===== src/rtl/seq_gen_pkg.sv =====
// Shared types and constants for the 1011 serial generator and its match counter.
package seq_gen_pkg;

    typedef enum logic [1:0] {
        ST_IDLE  = 2'd0,
        ST_SHIFT = 2'd1,
        ST_GAP   = 2'd2
    } state_t;

    localparam int          PAT_W     = 4;
    localparam logic [3:0]  MATCH_PAT = 4'b1011;

endpackage


===== src/rtl/seq_match_counter.sv =====
// Watches a serial line for overlapping 1011 patterns; strobes and counts each one (saturating).
module seq_match_counter
    import seq_gen_pkg::*;
#(
    parameter int CNT_W = 16
) (
    input  logic             clk,
    input  logic             rstn,
    input  logic             serial,
    input  logic             clr,
    output logic             pulse,
    output logic [CNT_W-1:0] count
);

    logic [PAT_W-1:0] hist;
    logic [PAT_W-1:0] next_hist;
    logic             hit;

    assign next_hist = {hist[PAT_W-2:0], serial};
    assign hit       = (next_hist == MATCH_PAT);

    // Clear takes priority over the increment but leaves the history alone,
    // so a pattern straddling the clear is still seen.
    always_ff @(posedge clk or negedge rstn) begin
        if (!rstn) begin
            hist  <= '0;
            pulse <= 1'b0;
            count <= '0;
        end else begin
            hist  <= next_hist;
            pulse <= hit;
            if (clr) begin
                count <= '0;
            end else if (hit && (count != '1)) begin
                count <= count + 1'b1;
            end
        end
    end

endmodule


===== src/rtl/seq_gen_1011.sv =====
// Serialises parallel words MSB-first onto one line with optional zero gaps,
// and counts 1011 occurrences on that same line.
module seq_gen_1011
    import seq_gen_pkg::*;
#(
    parameter int DATA_W = 8,
    parameter int LEN_W  = $clog2(DATA_W + 1),
    parameter int GAP    = 2,
    parameter int CNT_W  = 16
) (
    input  logic              clk,
    input  logic              rstn,
    input  logic              in_valid,
    output logic              in_ready,
    input  logic [DATA_W-1:0] in_data,
    input  logic [LEN_W-1:0]  in_len,
    output logic              out,
    output logic              out_valid,
    output logic              busy,
    input  logic              clr_cnt,
    output logic [CNT_W-1:0]  match_cnt,
    output logic              match_pulse,
    output state_t            state_dbg
);

    localparam int GAP_W = (GAP > 1) ? $clog2(GAP) : 1;

    state_t             state;
    logic [DATA_W-1:0]  sr;
    logic [LEN_W-1:0]   bits_left;
    logic [GAP_W-1:0]   gap_cnt;

    logic [LEN_W-1:0]   len_eff;
    logic [LEN_W-1:0]   shamt;
    logic [DATA_W-1:0]  aligned;
    logic               last_bit;
    logic               load;

    // Left-align the word so the first bit to send always sits in the MSB.
    assign len_eff  = (in_len > LEN_W'(DATA_W)) ? LEN_W'(DATA_W) : in_len;
    assign shamt    = LEN_W'(DATA_W) - len_eff;
    assign aligned  = in_data << shamt;

    assign last_bit = (state == ST_SHIFT) && (bits_left == LEN_W'(1));
    assign in_ready = (state == ST_IDLE) || ((GAP == 0) && last_bit);
    assign busy     = (state != ST_IDLE);
    assign load     = in_valid && in_ready && (len_eff != '0);
    assign state_dbg = state;

    always_ff @(posedge clk or negedge rstn) begin
        if (!rstn) begin
            state     <= ST_IDLE;
            sr        <= '0;
            bits_left <= '0;
            gap_cnt   <= '0;
            out       <= 1'b0;
            out_valid <= 1'b0;
        end else if (load) begin
            state     <= ST_SHIFT;
            out       <= aligned[DATA_W-1];
            out_valid <= 1'b1;
            sr        <= aligned << 1;
            bits_left <= len_eff;
        end else begin
            case (state)
                ST_IDLE: begin
                    out       <= 1'b0;
                    out_valid <= 1'b0;
                end
                ST_SHIFT: begin
                    if (!last_bit) begin
                        out       <= sr[DATA_W-1];
                        sr        <= sr << 1;
                        bits_left <= bits_left - 1'b1;
                    end else begin
                        out       <= 1'b0;
                        out_valid <= 1'b0;
                        bits_left <= '0;
                        if (GAP > 0) begin
                            state   <= ST_GAP;
                            gap_cnt <= GAP_W'(GAP - 1);
                        end else begin
                            state <= ST_IDLE;
                        end
                    end
                end
                ST_GAP: begin
                    out       <= 1'b0;
                    out_valid <= 1'b0;
                    if (gap_cnt == '0) begin
                        state <= ST_IDLE;
                    end else begin
                        gap_cnt <= gap_cnt - 1'b1;
                    end
                end
                default: begin
                    state     <= ST_IDLE;
                    out       <= 1'b0;
                    out_valid <= 1'b0;
                end
            endcase
        end
    end

    seq_match_counter #(
        .CNT_W (CNT_W)
    ) u_match (
        .clk    (clk),
        .rstn   (rstn),
        .serial (out),
        .clr    (clr_cnt),
        .pulse  (match_pulse),
        .count  (match_cnt)
    );

endmodule

===== config.mk =====
export PLATFORM = sky130hd
export DESIGN_NAME = seq_gen_1011
export DESIGN_NICKNAME = d
export VERILOG_FILES = /design/src/rtl/seq_gen_pkg.sv /design/src/rtl/seq_match_counter.sv /design/src/rtl/seq_gen_1011.sv
export SDC_FILE = /design/constraint.sdc
export NUM_CORES = 1
export LEC_CHECK = 0
export CAP_MARGIN = 20
export CORE_MARGIN = 2
export CORE_UTILIZATION = 26
export CTS_CLUSTER_SIZE = 24
export DETAILED_ROUTE_END_ITERATION = 6
export PLACE_DENSITY = 0.52
export SLEW_MARGIN = 5
export SYNTH_ARGS = -nofsm -noshare
export SYNTH_HDL_FRONTEND = slang
export SYNTH_SLANG_ARGS = --single-unit

===== constraint.sdc =====
create_clock -name clk -period 2.15 [get_ports clk]
set_input_delay 0.215 -clock clk [delete_from_list [all_inputs] [get_ports clk]]
set_output_delay 0.215 -clock clk [all_outputs]
set_load 0.005 [all_outputs]

==> reports/qor.txt, run 1 <==
Outcome = finished, final reports clean
Cell-internal power = 0.00157 W
Clock Latency Late Sink = 0.29 ns
Setup TNS = 0 ns
Antenna violations before repair = 0
Worst setup EP type = flip-flop
Number of nets in the layout = 308
Max Cap Viol = 0
Crit path DAT = 2.13 ns
Fill count = 830
Die area = 0.00902 sq mm
Layout cells sized above 1 = 16.8%
Seq. cell area = 901 sq um
Power share of the sequential group = 40.2%
Setup CP Type = reg -> reg
Die Height = 95.0 microns
Post-synth EDFFs = 0
Clock Pin Slew Worst Setup and Hold Paths = 0.08 ns
Post-synthesis sequential area ratio = 41.9%
Die width = 95.0 microns
Grt ovf = 0
CP startpoint kind = flip-flop
Flop2flop setup slack = 0.19 ns
Crit Path Max Fanout = 6
CTS Root Cell = clkbuf_8
Multi-input gate area in the final layout = 0.00116 sq mm
Vias in the first global route = 1848
Predominant post-synthesis flop cell = dfrtp_1
Max-slew violations = 0
Register bit total from synthesis = 36
Post-synthesis cell count = 228
Slack of the critical path = 0.191 ns
Net Sw Frac = 33.9%
GP Congestion = 0.755
Most common cell after layout, fill and taps aside = clkdlybuf4s50_1
RR Startpoint = u_match.count[5]$_DFFE_PN0P_
DRT iter0 DRCs = 36
Crit-path max cell delay = 0.49 ns
Via/cell ratio = 4.95
Routed WL = 5090 microns
Htree depth = 2
CTS Buf Count = 5
Fmax = 510 MHz
Largest net degree at the start of global routing = 37
Ys async rst share = 100%
Post-Place Setup Slack = -0.0196 ns
Netlist Area Pre-Place = 0.00215 sq mm
Syn Nets = 251
Capturing point of the worst reg2reg path = u_match.count[13]$_DFFE_PN0P_
Logic pwr share = 38.6%
Worst Tran Pin Value = 0.590 ns
Most frequent cells in the layout = clkdlybuf4s50_1 (38), dfrtp_1 (36), buf_4 (22), a21oi_1 (20), nand2_1 (19)
Dpl cell area = 0.00279 sq mm
Worst r2r path cells = 4
First-pass GRT wire length = 8660 microns
Area growth syn-to-layout = 34.0%
Post-CTS Setup Bufs = 0
Library cells used by synthesis = 45
Ant. Diodes = 0
Clock Sinks = 36
Clk network pwr share = 21.3%
Num rows = 33
Max-slew headroom = 60.3%
ANT nets after route = 0
Unrepaired setup endpoints after global routing = no
Worst hold slack = 0.350 ns
CP Cell Sequence = nand4_2 -> or3_1 -> nor4b_1 -> mux2_2
GRT Overall Usage = 12.2%
Syn_area_per_cell = 9.43 sq um
Residual DRC = 0
VDD IR max = 0.000306 V
Required time of the critical path = 2.32 ns
Ports = 39
Drt wl/cell = 13.0 microns
Pre-Repair DR Iteration Count = 4
Sw power = 0.000807 W
Hold_buf cts = 0
Ys Warns = 0
Via count = 1934
Clock tree buffer depth = 2
Initial Util = 26.4%
Hold Path Class = in -> async
Slowest cell on the critical path = or3_1
Final setup vio count = 0
Power Density = 825 mW/mm^2
Final Skew = 0.00801 ns
Period minus WS final = 1.96 ns
Resized cells post-CTS = 0
Port buffer count = 38
CTS tree = built
DP Wirelength = 3890 microns
Final hold vios = 0
Fin crit share = 91.1%
Core footprint = 0.00813 sq mm
Finished Cell Area = 0.00288 sq mm
Lkg Pwr = 1.18 nW
-- worst max path at each step --
stage | end | start
4_1_cts | u_match.count[13]$_DFFE_PN0P_ | u_match.count[5]$_DFFE_PN0P_
6_report | u_match.count[13]$_DFFE_PN0P_ | u_match.count[5]$_DFFE_PN0P_
5_1_grt | u_match.count[4]$_DFFE_PN0P_ | u_match.count[0]$_DFFE_PN0P_
3_5_place_dp | sr[2]$_DFFE_PN0P_ | in_len[0]
2_1_floorplan | sr[7]$_DFFE_PN0P_ | in_len[3]
3_3_place_gp | sr[3]$_DFFE_PN0P_ | in_len[0]
-- power groups by stage --
stage               Sequential, W  Combinational, W  Clock (W)
floorplan                0.000941          0.000591          0
global placement         0.000967          0.000919          0
detailed placement       0.000965          0.000933          0
CTS                      0.000957          0.000931   0.000538
global route             0.000982           0.00104   0.000564
finish                   0.000956          0.000917   0.000506
-- through the flow --
| step | power (W) | utilization, % | std cells |
|---|---|---|---|
| 6_report | 0.00238 | 35.4 | 391 |
| 2_1_floorplan | 0.00153 | - | 228 |
| 5_1_grt | 0.00259 | 35.4 | 391 |
| 3_5_place_dp | 0.00190 | 34.3 | 383 |
| 4_1_cts | 0.00243 | 35.4 | 391 |
| 3_3_place_gp | 0.00189 | 34.3 | 383 |
-- worst max-delay path, delay by kind of cell, from the launching register on --
kind          cells  cell delay (ns)
flops             1             0.44
simple gates      3             1.02
mux               1             0.37
-- synth_stat cells, types with 2 or more instances --
cell type   n  share of area (%)
dfrtp_1    36                 42
a21oi_1    20                4.7
o22ai_1     2               0.58
nand4_1     5                1.5
inv_1      14                2.4
nand2b_1    5                1.5
mux4_2      5                5.2
nor3b_1     2               0.70
nor2b_1     7                2.0
or3_1       3               0.87
nor3_1      8                1.9
and4_1      2               0.81
mux2i_1     2               0.93
nor4_1      5                1.5
clkbuf_1    8                1.4
or4_1       6                2.1
o21ai_0     8                1.9
mux2_2      7                3.7
nand3_1    10                2.3
nand2_1    19                3.3
nor2_1     14                2.4
a31oi_1     2               0.58
or3b_2      2               0.81
o31ai_1     7                2.4
ha_1        7                4.1
buf_2       2               0.47
a2bb2oi_1   2               0.81
-- final cells by class --
class | count | share of cell area [%]
clock buffer | 6 | 2.86
inverter | 14 | 1.82
multi-input combinational | 168 | 40.2
tap | 105 | 4.56
clock inverter | 2 | 0.347
sequential | 36 | 31.3
timing repair buffer | 60 | 18.9
-- flip-flops by register name, indices dropped and copies added (netlist names) --
signal         cells
u_match.pulse      1
u_match.hist       3
out                1
sr                 7
gap_cnt            1
out_valid          1
u_match.count     16
bits_left          4
state_dbg          2
-- per-layer routing --
metal	wire length, microns	vias up	GRT usage, %
met5	0	-	0
met4	81	0	4.11
met3	197	8	2.95
met2	2410	37	20.9
met1	2400	928	15.1
li1	-	961	-
-- cells by family (layout without fill, tap and decap cells) --
group	count (synthesis)	after routing	synth area share, %
buf+inv	24	82	4.30
compound gates	53	53	15.6
simple gates	93	93	23.9
fa+ha+maj	7	7	4.07
xor+xnor	1	1	0.407
mux	14	14	9.83
flops	36	36	41.9
(Power assumes the default switching activity.)
==> run 2, diff against run 1 <==
Settings changed: CAP_MARGIN 20 to 10, CORE_UTILIZATION 26 to 50, PLACE_DENSITY 0.52 to 0.84.
==> reports/qor.txt, run 2 (synthesis gave the netlist of run 1 again) <==
Num rows = 23 (-30%)
GRT Overall Usage = 22.9% (+11 points)
Clock tree buffer depth = 2 (unchanged)
Final setup vio count = 0 (unchanged)
First-pass GRT wire length = 8960 microns (+3.4%)
Worst r2r path cells = 4 (unchanged)
CTS Root Cell = clkbuf_8
RR Startpoint = u_match.hist[1]$_DFF_PN0_
Most frequent cells in the layout = clkdlybuf4s50_1 (38), dfrtp_1 (36), a21oi_1 (20), nand2_1 (19), buf_4 (18)
Multi-input gate area in the final layout = 0.00116 sq mm (unchanged)
Max-slew violations = 0 (unchanged)
Via count = 1976 (+2.2%)
Setup CP Type = reg -> reg
Largest net degree at the start of global routing = 37 (unchanged)
Die Height = 69.6 microns (-27%)
Most common cell after layout, fill and taps aside = clkdlybuf4s50_1
Max Cap Viol = 0 (unchanged)
Number of nets in the layout = 304 (-1.3%)
Die width = 69.6 microns (-27%)
Fill count = 304 (-63%)
Setup TNS = 0 ns (unchanged)
Power Density = 873 mW/mm^2 (+5.8%)
VDD IR max = 0.000598 V (+95%)
Die area = 0.00484 sq mm (-46%)
Hold Path Class = in -> async
Crit path DAT = 2.23 ns (+0.10 ns)
Seq. cell area = 901 sq um (unchanged)
Routed WL = 5200 microns (+2.1%)
Non-Filler Instances = 332 (-15%)
Fin crit share = 93.7% (+2.6 points)
Antenna violations before repair = 0 (unchanged)
Slack of the critical path = 0.135 ns (-0.0557 ns)
Clock Pin Slew Worst Setup and Hold Paths = 0.07 ns (about the same)
Ant. Diodes = 0 (unchanged)
Core footprint = 0.00406 sq mm (-50%)
Pre-Repair DR Iteration Count = 4 (unchanged)
Final Skew = 0.00485 ns (-0.00316 ns)
CTS Buf Count = 5 (unchanged)
Unrepaired setup endpoints after global routing = no
Util after Layout = 69.0% (+34 points)
ANT nets after route = 0 (unchanged)
Grt ovf = 0 (unchanged)
Crit Path Max Fanout = 12 (+6)
Outcome = finished, final reports clean
Htree depth = 2 (unchanged)
CTS tree = built
CP startpoint kind = flip-flop
Layout cells sized above 1 = 15.2% (-1.5 points)
Worst Tran Pin Value = 0.466 ns (-0.124 ns)
Area growth syn-to-layout = 30.1%
Ports = 39 (unchanged)
Drt wl/cell = 15.7 microns (+20%)
Fmax = 496 MHz (-2.8%)
Vias in the first global route = 1915 (+3.6%)
Worst hold slack = 0.345 ns (-0.00499 ns)
Required time of the critical path = 2.37 ns (+0.05 ns)
DP Wirelength = 3760 microns (-3.2%)
Lkg Pwr = 1.17 nW (-1.4%)
DRT iter0 DRCs = 152 (+320%)
Placed Cells = 323 (-16%)
Clock Sinks = 36 (unchanged)
Final hold vios = 0 (unchanged)
Registers with the most flip-flops = u_match.count x16, sr x7, bits_left x4
Period minus WS final = 2.02 ns (+0.0557 ns)
Flop2flop setup slack = 0.13 ns (-0.06 ns)
Clock Latency Late Sink = 0.29 ns (about the same)
Port buffer count = 38 (unchanged)
Worst setup EP type = flip-flop
Via/cell ratio = 5.95 (+20%)
Largest Register = u_match.count
Max FFs per register = 16 (unchanged)
Max-slew headroom = 68.6% (+8.3 points)
GP Congestion = 0.905 (+20%)
Capturing point of the worst reg2reg path = u_match.count[8]$_DFFE_PN0P_
Post-Place Setup Slack = 0.0108 ns (+0.0304 ns)
Initial Util = 53.0% (+27 points)
Hold_buf cts = 0 (unchanged)
Residual DRC = 0 (unchanged)
==> run 2: worst max-delay path: stages (launching register included) <==
cell     delay [ns]
dfrtp_1        0.37
and4b_1        0.41
nand3_1        0.39
or4_1          0.62
a21oi_1        0.15
==> run 2: per-layer routing <==
layer,wire length (microns),vias up,track usage (%)
met4,123,0,10.5
li1,-,957,-
met3,253,10,5.09
met2,2540,64,35.6
met1,2280,945,30.8
met5,0,-,0
==> run 2: what timing repair did <==
item                                   4_1_cts  5_1_grt
gates resized for setup                      0        0
buffers inserted                             0        1
endpoints found under the hold margin        0        0
setup endpoints to repair                    0        3
==> run 2: worst max path at each step <==
| stage | startpoint | endpoint | slack (ns) | cells past startpoint |
|---|---|---|---|---|
| floorplan | in_len[3] | sr[7]$_DFFE_PN0P_ | 0.02 | 10 |
| global placement | in_len[0] | sr[3]$_DFFE_PN0P_ | 0.05 | 9 |
| detailed placement | in_len[3] | sr[3]$_DFFE_PN0P_ | 0.01 | 9 |
| CTS | u_match.hist[1]$_DFF_PN0_ | u_match.count[8]$_DFFE_PN0P_ | 0.16 | 4 |
| global route | u_match.hist[1]$_DFF_PN0_ | u_match.count[8]$_DFFE_PN0P_ | 0.01 | 4 |
| finish | u_match.hist[1]$_DFF_PN0_ | u_match.count[8]$_DFFE_PN0P_ | 0.13 | 4 |
==> run 2: cell type report <==
cell class | count | area share (%)
sequential | 36 | 32.2
inverter | 14 | 1.88
multi-input combinational | 168 | 41.4
timing repair buffer | 56 | 18.4
clock inverter | 2 | 1.25
tap | 50 | 2.24
clock buffer | 6 | 2.59
==> run 2: where the power goes <==
group          switching [W]  total, W  internal, W
combinational       0.000459  0.000910     0.000451
clock               0.000241  0.000585     0.000344
sequential         0.0000999  0.000949     0.000849
==> run 2: through the flow <==
stage | instance area [sq um] | power (W)
2_1_floorplan | 2160 | 0.00153
3_3_place_gp | 2680 | 0.00183
3_5_place_dp | 2680 | 0.00186
4_1_cts | 2790 | 0.00245
5_1_grt | 2800 | 0.00261
6_report | 2800 | 0.00244
==> run 3, diff against run 2 <==
Settings changed: REMOVE_ABC_BUFFERS set to 1.
==> reports/qor.txt, run 3 (synthesis gave the netlist of run 1 again) <==
Setup CP Type = reg -> reg
Crit path DAT = 2.16 ns (-0.07 ns)
Antenna violations before repair = 0 (unchanged)
Area growth syn-to-layout = 28.7%
Required time of the critical path = 2.33 ns (-0.04 ns)
Worst setup EP type = flip-flop
CTS Buf Count = 5 (unchanged)
Htree depth = 2 (unchanged)
Crit Path Max Fanout = 6 (-6)
Worst Tran Pin Value = 0.584 ns (+0.117 ns)
Power Density = 839 mW/mm^2 (-3.9%)
Die width = 69.6 microns (unchanged)
Worst r2r path cells = 4 (unchanged)
Final Skew = 0.0146 ns (+0.00972 ns)
Clock Pin Slew Worst Setup and Hold Paths = 0.08 ns (about the same)
Max-slew violations = 0 (unchanged)
Residual DRC = 0 (unchanged)
Clock Sinks = 36 (unchanged)
Drt wl/cell = 14.0 microns (-10%)
CTS Root Cell = clkbuf_8
Hold_buf cts = 0 (unchanged)
Via/cell ratio = 5.88 (-1.3%)
Total Power = 0.00232 W (-5.0%)
Die Height = 69.6 microns (unchanged)
Routed WL = 4650 microns (-11%)
Most frequent cells in the layout = clkdlybuf4s50_1 (38), dfrtp_1 (36), a21oi_1 (20), nand2_1 (19), buf_4 (17)
Port buffer count = 38 (unchanged)
Layout cells sized above 1 = 14.9% (-0.30 points)
Final setup vio count = 0 (unchanged)
Core footprint = 0.00406 sq mm (unchanged)
DP Wirelength = 3470 microns (-7.7%)
Lkg Pwr = 1.15 nW (-1.1%)
VDD IR max = 0.000537 V (-10%)
Fin crit share = 92.4% (-1.4 points)
CP startpoint kind = flip-flop
Vias in the first global route = 1748 (-8.7%)
Clock Latency Late Sink = 0.30 ns (about the same)
Ant. Diodes = 0 (unchanged)
Non-Filler Instances = 331 (-0.30%)
DRT iter0 DRCs = 226 (+49%)
Resized cells post-CTS = 0 (unchanged)
Number of nets in the layout = 303 (-0.33%)
Via count = 1945 (-1.6%)
CTS tree = built
Ports = 39 (unchanged)
Clock tree buffer depth = 2 (unchanged)
Max-slew headroom = 60.7% (-7.9 points)
Initial Util = 53.0% (unchanged)
Most common cell after layout, fill and taps aside = clkdlybuf4s50_1
Max FFs per register = 16 (unchanged)
Post-CTS Setup Bufs = 0 (unchanged)
Largest Register = u_match.count
Pre-Repair DR Iteration Count = 5 (+1)
Largest net degree at the start of global routing = 37 (unchanged)
Die area = 0.00484 sq mm (unchanged)
ANT nets after route = 0 (unchanged)
Max Cap Viol = 0 (unchanged)
Final hold vios = 0 (unchanged)
Registers with the most flip-flops = u_match.count x16, sr x7, bits_left x4
First-pass GRT wire length = 7830 microns (-13%)
Unrepaired setup endpoints after global routing = no
Fmax = 504 MHz (+1.5%)
Placed Cells = 323 (unchanged)
GRT Overall Usage = 20.2% (-2.7 points)
Hold Path Class = in -> async
Outcome = finished, final reports clean
Period minus WS final = 1.99 ns (-0.0291 ns)
Grt ovf = 0 (unchanged)
Num rows = 23 (unchanged)
GP Congestion = 0.872 (-3.7%)
[run 3: cell type report]
class                      count  area, sq um
multi-input combinational    168         1160
inverter                      14         52.6
fill                         303         1290
tap                           50         62.6
clock buffer                   5         68.8
timing repair buffer          55          508
clock inverter                 3         18.8
sequential                    36          901
[run 3: metal layers]
layer / vias up / wire length, microns / track usage (%)
met3: 9 / 201 / 4.36
li1: 951 / - / -
met4: 0 / 100 / 9.15
met1: 927 / 2160 / 26.9
met5: - / 0 / 0
met2: 58 / 2190 / 31.6
[run 3: critical path, cell delays in order, from the launching register on]
cell	delay, ns
dfrtp_1	0.44
nand4_2	0.18
or3_1	0.51
nor4b_1	0.36
mux2_2	0.37
[run 3: final timing paths]
check	startpoint	to	slack, ns
worst max-delay path	u_match.count[5]$_DFFE_PN0P_	u_match.count[13]$_DFFE_PN0P_	0.16
worst min-delay path	rstn	u_match.count[6]$_DFFE_PN0P_	0.32
worst max register to register	u_match.count[5]$_DFFE_PN0P_	u_match.count[13]$_DFFE_PN0P_	0.16
worst min register to register	u_match.hist[0]$_DFF_PN0_	u_match.hist[1]$_DFF_PN0_	0.37
max in group asynchronous	rstn	bits_left[0]$_DFFE_PN0P_	1.49
min in group clk	u_match.hist[0]$_DFF_PN0_	u_match.hist[1]$_DFF_PN0_	0.37
[run 3: where the power goes]
group | internal [W] | leakage [nW] | switching (W)
Sequential | 0.000849 | 0.474 | 0.000104
Combinational | 0.000446 | 0.630 | 0.000446
Clock | 0.000226 | 0.0479 | 0.000252
[run 3: stage by stage]
| stage | util, % | cell area, sq um | hold slack (ns) | setup slack [ns] | setup TNS [ns] |
|---|---|---|---|---|---|
| 2_1_floorplan | - | 2110 | -0.0806 | -0.149 | -0.526 |
| 3_3_place_gp | 66.1 | 2680 | 0.354 | 0.0251 | 0 |
| 3_5_place_dp | 66.1 | 2680 | 0.356 | -0.0372 | -0.0730 |
| 4_1_cts | 68.2 | 2770 | 0.354 | 0.162 | 0 |
| 5_1_grt | 68.2 | 2770 | 0.382 | 0.0394 | 0 |
| 6_report | 68.2 | 2770 | 0.325 | 0.164 | 0 |
